==> config.mk <==
export PLATFORM = sky130hd
export DESIGN_NAME = bullet_sprite_ctrl
export DESIGN_NICKNAME = d
export VERILOG_FILES = /design/src/rtl/bullet_sprite_ctrl.sv
export SDC_FILE = /design/constraint.sdc
export NUM_CORES = 1
export LEC_CHECK = 0
export CORE_MARGIN = 5
export CORE_UTILIZATION = 47
export CTS_CLUSTER_DIAMETER = 120
export CTS_CLUSTER_SIZE = 14
export DETAILED_ROUTE_END_ITERATION = 7
export PLACE_DENSITY = 0.81
export SLEW_MARGIN = 30
export SYNTH_ARGS = -nofsm -noshare
export SYNTH_HDL_FRONTEND = slang
export SYNTH_SLANG_ARGS = --single-unit
export TNS_END_PERCENT = 10
==> constraint.sdc <==
create_clock -name Clk -period 3.2 [get_ports Clk]
set_clock_uncertainty 0.05 [all_clocks]
set_input_delay 0.32 -clock Clk [delete_from_list [all_inputs] [get_ports Clk]]
set_output_delay 0.32 -clock Clk [all_outputs]
set_load 0.05 [all_outputs]
==> src/rtl/bullet_sprite_ctrl.sv <==
// Purpose: single-bullet lifetime FSM (fire, per-frame climb, retire) plus sprite ROM address/pixel-hit generation.
// Latency: position updates on the sampling edge; read_address 1 cycle after DrawX/DrawY, is_bullet 2 cycles (aligned with ROM data_Out).
// Backpressure: none; every input is sampled each cycle and fire is dropped while a bullet is in flight.
module bullet_sprite_ctrl #(
    parameter int SPR_W = 8,
    parameter int SPR_H = 8,
    parameter int STEP  = 4
) (
    input  logic        Clk,
    input  logic        Reset_n,
    input  logic        frame_clk,
    input  logic        fire,
    input  logic [9:0]  fire_x,
    input  logic [9:0]  fire_y,
    input  logic        hit,
    input  logic [9:0]  DrawX,
    input  logic [9:0]  DrawY,
    output logic        busy,
    output logic [9:0]  bullet_x,
    output logic [9:0]  bullet_y,
    output logic [18:0] read_address,
    output logic        is_bullet
);

    localparam logic [0:0] IDLE   = 1'b0;
    localparam logic [0:0] FLYING = 1'b1;

    // Parameters sized to the datapaths they are compared/combined with.
    localparam logic [9:0]  SPR_W10 = 10'(SPR_W);
    localparam logic [9:0]  SPR_H10 = 10'(SPR_H);
    localparam logic [9:0]  STEP10  = 10'(STEP);
    localparam logic [18:0] SPR_W19 = 19'(SPR_W);

    logic [0:0]  state;
    logic        fc_q;
    logic        tick;
    logic [9:0]  dx;
    logic [9:0]  dy;
    logic        inbox;
    logic [18:0] addr_next;
    logic        inbox_q1;

    assign busy = (state == FLYING);

    // One tick per rising edge of the frame strobe.
    assign tick = frame_clk & ~fc_q;

    // Sprite-relative offsets; pixels left of/above the sprite wrap large and fail the box test.
    always_comb begin
        dx        = DrawX - bullet_x;
        dy        = DrawY - bullet_y;
        inbox     = busy & (dx < SPR_W10) & (dy < SPR_H10);
        addr_next = '0;
        if (inbox) begin
            addr_next = 19'(dy) * SPR_W19 + 19'(dx);
        end
    end

    // Frame strobe history for edge detection.
    always_ff @(posedge Clk or negedge Reset_n) begin
        if (!Reset_n) begin
            fc_q <= 1'b0;
        end else begin
            fc_q <= frame_clk;
        end
    end

    // Bullet lifetime: launch from IDLE; in flight, hit beats top retire beats a normal step.
    always_ff @(posedge Clk or negedge Reset_n) begin
        if (!Reset_n) begin
            state    <= IDLE;
            bullet_x <= '0;
            bullet_y <= '0;
        end else begin
            case (state)
                IDLE: begin
                    if (fire) begin
                        bullet_x <= fire_x;
                        bullet_y <= fire_y;
                        state    <= FLYING;
                    end
                end
                FLYING: begin
                    if (hit) begin
                        state <= IDLE;
                    end else if (tick) begin
                        if (bullet_y < STEP10) begin
                            state <= IDLE;
                        end else begin
                            bullet_y <= bullet_y - STEP10;
                        end
                    end
                end
                default: state <= IDLE;
            endcase
        end
    end

    // Two-stage pixel pipe: address for the ROM, then hit flag lined up with ROM colour.
    always_ff @(posedge Clk or negedge Reset_n) begin
        if (!Reset_n) begin
            read_address <= '0;
            inbox_q1     <= 1'b0;
            is_bullet    <= 1'b0;
        end else begin
            read_address <= addr_next;
            inbox_q1     <= inbox;
            is_bullet    <= inbox_q1;
        end
    end

endmodule

# ---- Yosys cells after proc, flatten, opt, wreduce, memory -nomap -nowiden
# Index checks and enable logic that the tools add are counted.
dict set report classes {
  eq_ne 4
  add_sub_neg 4
  bitwise 5
  order_cmp 3
  n_reduce_logical 2
  muxes 11
}
# operator n
set op_table {}
lappend op_table {{2-to-1 mux 10 bit} 4}
lappend op_table {{less-than comparator 10 x 4 -> 1 bit, second input constant} 2}
lappend op_table {{case mux 10 bit (2 select lines)} 1}
lappend op_table {{subtractor 10 bit} 2}
lappend op_table {{2-to-1 mux 19 bit} 1}
lappend op_table {{adder 13 x 10 -> 14 bit} 1}
lappend op_table {{less-than comparator 10 x 3 -> 1 bit, second input constant} 1}
lappend op_table {{subtractor 10 x 3 -> 10 bit, second input constant} 1}
lappend op_table {{inequality test 2 bit, second input constant} 3}
lappend op_table {{2-to-1 mux 1 bit} 4}
lappend op_table {{AND reduction 4 bit} 1}
lappend op_table {{bitwise AND 1 bit} 3}
lappend op_table {{inequality test 2 x 1 -> 1 bit, second input constant} 1}
lappend op_table {{NOT 1 bit} 2}
lappend op_table {{case mux 1 bit (2 select lines)} 1}
lappend op_table {{AND reduction 2 bit} 1}
dict set report totals {
  elab_cells 36
  input_bits 45
  regBits 43
}

# ---- Depth between registers and ports, before layout
dict set report logic_depth {
  ltp_word 5
  ltp_mapped 14
  mapped_depth_nobuf 14
}

# ---- Worst setup path after synthesis
# OpenSTA, ideal clock, no wires.
dict set report synth_path {
  path_type {register to register}
  from {register bullet_x[1]}
  to {register read_address[10]}
  setup_ns 0.094
  path_slack_ns -0.114
  arrival_time_ns 3.170
  path_buffers 0
  stages_incl_launch_ff 15
  cell_sequence {dfrtp_1 > inv_1 > ha_1 > nor2b_1 > o31a_1 > o21ai_0 > nand2b_1 > xor2_1 > ha_1 > a21oi_1 > nor2b_1 > nand2b_1 > o311ai_0 > nand3_1 > a211oi_1}
}
dict set report synth_between {
  elab_chain_len 5
}
# element line
set synth_rtl {}
lappend synth_rtl {{from (decl)} 19} ;# output logic [9:0] bullet_x,
lappend synth_rtl {{from (signal assigned)} 78} ;# bullet_x <= fire_x;
lappend synth_rtl {{subtractor 10 bit *} 50} ;# dx = DrawX - bullet_x;
lappend synth_rtl {{less-than comparator 10 x 4 -> 1 bit} 52} ;# inbox = busy & (dx < SPR_W10) & (dy < SPR_H10);
lappend synth_rtl {{bitwise AND 1 bit (2 in series)} 52}
lappend synth_rtl {{2-to-1 mux 19 bit *} 54} ;# if (inbox) begin
lappend synth_rtl {{via addr_next[10]} 40} ;# logic [18:0] addr_next;
lappend synth_rtl {{to (signal assigned)} 106} ;# read_address <= addr_next;
lappend synth_rtl {{to (decl)} 21} ;# output logic [18:0] read_address,
# The timed path passes the listed nets; every way through them passes the cells marked *.
# A chain may end at the register's enable or synchronous reset.

# ---- Worst setup path in the final report
dict set report layout_path {
  from {input DrawX[0]}
  to {register read_address[8]}
}
dict set report layout_between {
  elab_chain_len 5
}
# element line
set layout_rtl {}
lappend layout_rtl {{from (decl)} 16} ;# input logic [9:0] DrawX,
lappend layout_rtl {{subtractor 10 bit *} 50}
lappend layout_rtl {{less-than comparator 10 x 4 -> 1 bit} 52}
lappend layout_rtl {{bitwise AND 1 bit (2 in series)} 52}
lappend layout_rtl {{2-to-1 mux 19 bit *} 54}
lappend layout_rtl {{via addr_next[8]} 40}
# Marks and branches as above.

==> out/qor.txt <==
FF-to-FF path depth: 14
FF+latch count, synth: 38
Worst path most repeated cell: a21oi_2
Total global-route track usage: 0.184
Core area: 5570 um^2
Post-synth EDFFs: 0
Largest family of logic cells by synthesized area: compound AO/OA/AOI/OAI gates
Tot Pwr: 3.43 mW
Dpl ws: -0.287 ns
Lkg Pwr: 1.74 nW
Slowest stage cell, crit path: clkdlybuf4s50_1
I/O Buffers: 80
Routability cong.: 0.859
Sequential area share after synthesis: 0.350
Warnings from Yosys: 0
Slew Limit Headroom: 0.627
Synth top area cells: dfrtp_1 (35%), ha_1 (12%), o21ai_0 (5.0%), inv_1 (4.0%), nor3_2 (3.3%)
Vias: 2457
First-pass GRT wire length: 11.0 mm
Most frequent cell after synthesis: dfrtp_1
VDD IR max: 0.000440 V
Final wirelength: 6.94 mm
Post-synth top flop: dfrtp_1
Worst-Margin Slew: 0.560 ns
Endpoints failing setup: 0
Post-synthesis adder-cell area fraction: 0.142
Final Cycle Share: 0.981
Pre-Repair DR Iteration Count: 4
Worst Path Arrival: 3.26 ns
Vias in the first global route: 2435
Startpoint types: input pin
Area fraction of the dominant cell type after synthesis: 0.350
DIE HEIGHT: 86.0 um
WHS Endpoint: is_bullet
Crit-path max cell delay: 0.45 ns
Nets: 475
PwrDens: 877 nW/um^2
Antenna diodes: 0
Mux cell area share after synthesis: 0.0152
Post-route minimum period: 3.14 ns
Synth top cells by count: dfrtp_1 (38), inv_1 (29), o21ai_0 (27)
Reg clk slew, reported paths: 0.07 ns
H-tree levels: 2
Critical Path RT: 3.32 ns
Reg2reg end: read_address[8]
Die span in x: 86.0 um
Remaining DRCs: 0
Compound-Gate Fraction of Synth Area: 0.187
R2R Path Start: bullet_x[0]
Highest clock rate: 0.318 GHz
Num CTS Buffers: 5
Mean Syn Cell Area: 9.23 um^2
CP max FO: 3
Max cap viols: 0
Post-Synthesis Cells: 294
Post-route ant nets: 0
# clock sinks: 38
Worst skew pair latency: 0.30 ns
Routed len/inst: 14.6 um
Core Rows: 27
Initial antenna violation count: 0
Hold Fails Final Rpt: 0
Root Driver: clkbuf_8
Via density: 5.18
CTS tree: built
Simple-Gate Fraction of Synth Area: 0.187
Synth Cell Area: 2710 um^2
Starting Density: 0.487
Clock Tree Buf Depth: 2
Hold path cells: 0
Reg-to-reg slack, setup: 0.13 ns
Full die area: 7390 um^2
Post-layout util: 0.701
CP cell instances: clkdlybuf4s50_1, inv_1, ha_2, fa_2, nor2b_4, o21ai_0, a21oi_2, ha_1, a21o_1, a21oi_2, nor2b_1, o211ai_1, o311ai_2, buf_4, xnor2_2, nor3_2
Status: complete, no violations
Hold Crit Class: reg2reg
Async S/R FF share, synth: 1.00
Leading area contributor after synthesis: dfrtp_1
Hold_sp: inbox_q1
GR Overflow Total: 0
Slew Viols, Final: 0
Setup ws final: 0.0602 ns
Xor and xnor area share after synthesis: 0.0512
Critical path endpoint category: flop
Top Ports: 86
1st-iter DRT viols: 84
Largest net degree at the start of global routing: 39
Setup CP Type: in2reg
Synth unique cells: 54
Share of post-route cells with drive strength above 1: 0.164
DPL Wire Length: 5.19 mm
P&R area growth vs syn: 44.0%
[power breakdown]
part / internal, mW / total [mW] / leakage, nW / switching [mW]
Clock: 0.230 / 0.414 / 0.0579 / 0.185
Sequential: 0.561 / 0.652 / 0.478 / 0.0913
Combinational: 1.04 / 2.36 / 1.20 / 1.32
Total: 1.83 / 3.43 / 1.74 / 1.60
[final cells by class]
class                   count  area, um^2
fillers                   457        1670
inverters                  29         109
multi-input cells         222        1660
clock buffers               5        68.8
repair buffers            105         988
flip-flops and latches     38         956
well taps                  72        90.1
clock inverters             3        40.0
[timing repair]
item / in CTS / in global routing
endpoints found under the hold margin: 0 / 38
resized for setup: 1 / 12
setup endpoints to repair: 1 / 4
hold buffers: 0 / 1
pin swaps: 0 / 8
setup buffers: 0 / 2
[metal layers]
metal,routed length [um],track usage
met5,0,0
met1,3020,0.234
met3,373,0.0288
met4,135,0.0561
met2,3410,0.317
[worst max path at each step]
stage | startpoint | end | slack [ns] | cells after the start
final | DrawX[0] | read_address[8] | 0.06 | 16
after global routing | DrawX[0] | read_address[8] | -0.11 | 16
after CTS | DrawX[0] | read_address[8] | 0.02 | 16
after detailed placement | DrawX[1] | read_address[10] | -0.29 | 15
after global placement | DrawX[0] | read_address[8] | -0.18 | 16
after floorplan | bullet_x[1] | read_address[10] | 0.04 | 14
[worst max-delay path, delay by kind of cell]
kind / cells / cell delay (ns)
simple gates: 3 / 0.27
xor+xnor: 1 / 0.14
fa+ha+maj: 3 / 0.89
buf+inv: 3 / 0.66
compound gates: 6 / 0.97
[cells in the final DEF (no fill, tap or decap), types with 2 or more instances in the layout]
cell type	netlist	routed
a21o_1	4	4
a21oi_1	17	15
a21oi_2	1	3
buf_4	5	25
clkbuf_8	0	5
clkdlybuf4s50_1	0	79
clkinv_2	0	2
conb_1	1	8
dfrtp_1	38	34
dfrtp_2	0	4
fa_2	0	3
ha_1	26	25
inv_1	29	29
mux2i_1	3	3
nand2_1	24	24
nand2b_1	6	6
nand3_1	8	8
nor2_1	10	9
nor2b_1	4	4
nor2b_4	2	2
nor3_1	4	4
nor3_2	9	9
nor3b_1	2	2
nor4_1	2	2
o211ai_1	2	2
o21a_1	7	7
o21ai_0	27	26
o22a_1	2	2
o22ai_1	4	4
o31a_1	3	3
o31ai_1	3	3
or3_1	4	4
or4_1	2	2
xnor2_1	8	7
xor2_1	6	6
[sequential cells by signal, summed over array words and instances, names as in the netlist]
| signal | flops |
|---|---|
| read_address | 14 |
| is_bullet | 1 |
| bullet_y | 10 |
| inbox_q1 | 1 |
| fc_q | 1 |
| bullet_x | 10 |
| busy | 1 |
[stage by stage]
step | std cells | cell area [um^2] | setup TNS (ns) | hold slack [ns]
after floorplan | 301 | 2750 | 0 | -0.0256
after CTS | 471 | 3830 | 0 | 0.0982
after detailed placement | 463 | 3720 | -1.11 | 0.323
after global routing | 474 | 3910 | -0.235 | 0.347
after global placement | 463 | 3720 | -0.958 | 0.284
final | 474 | 3910 | 0 | 0.327
[cell families after synthesis]
kind of cell | Yosys count
buf+inv | 41
fa+ha+maj | 29
compound gates | 80
simple gates | 86
mux | 4
other cells | 1
xor+xnor | 15
flops | 38
(Power assumes the default switching activity.)
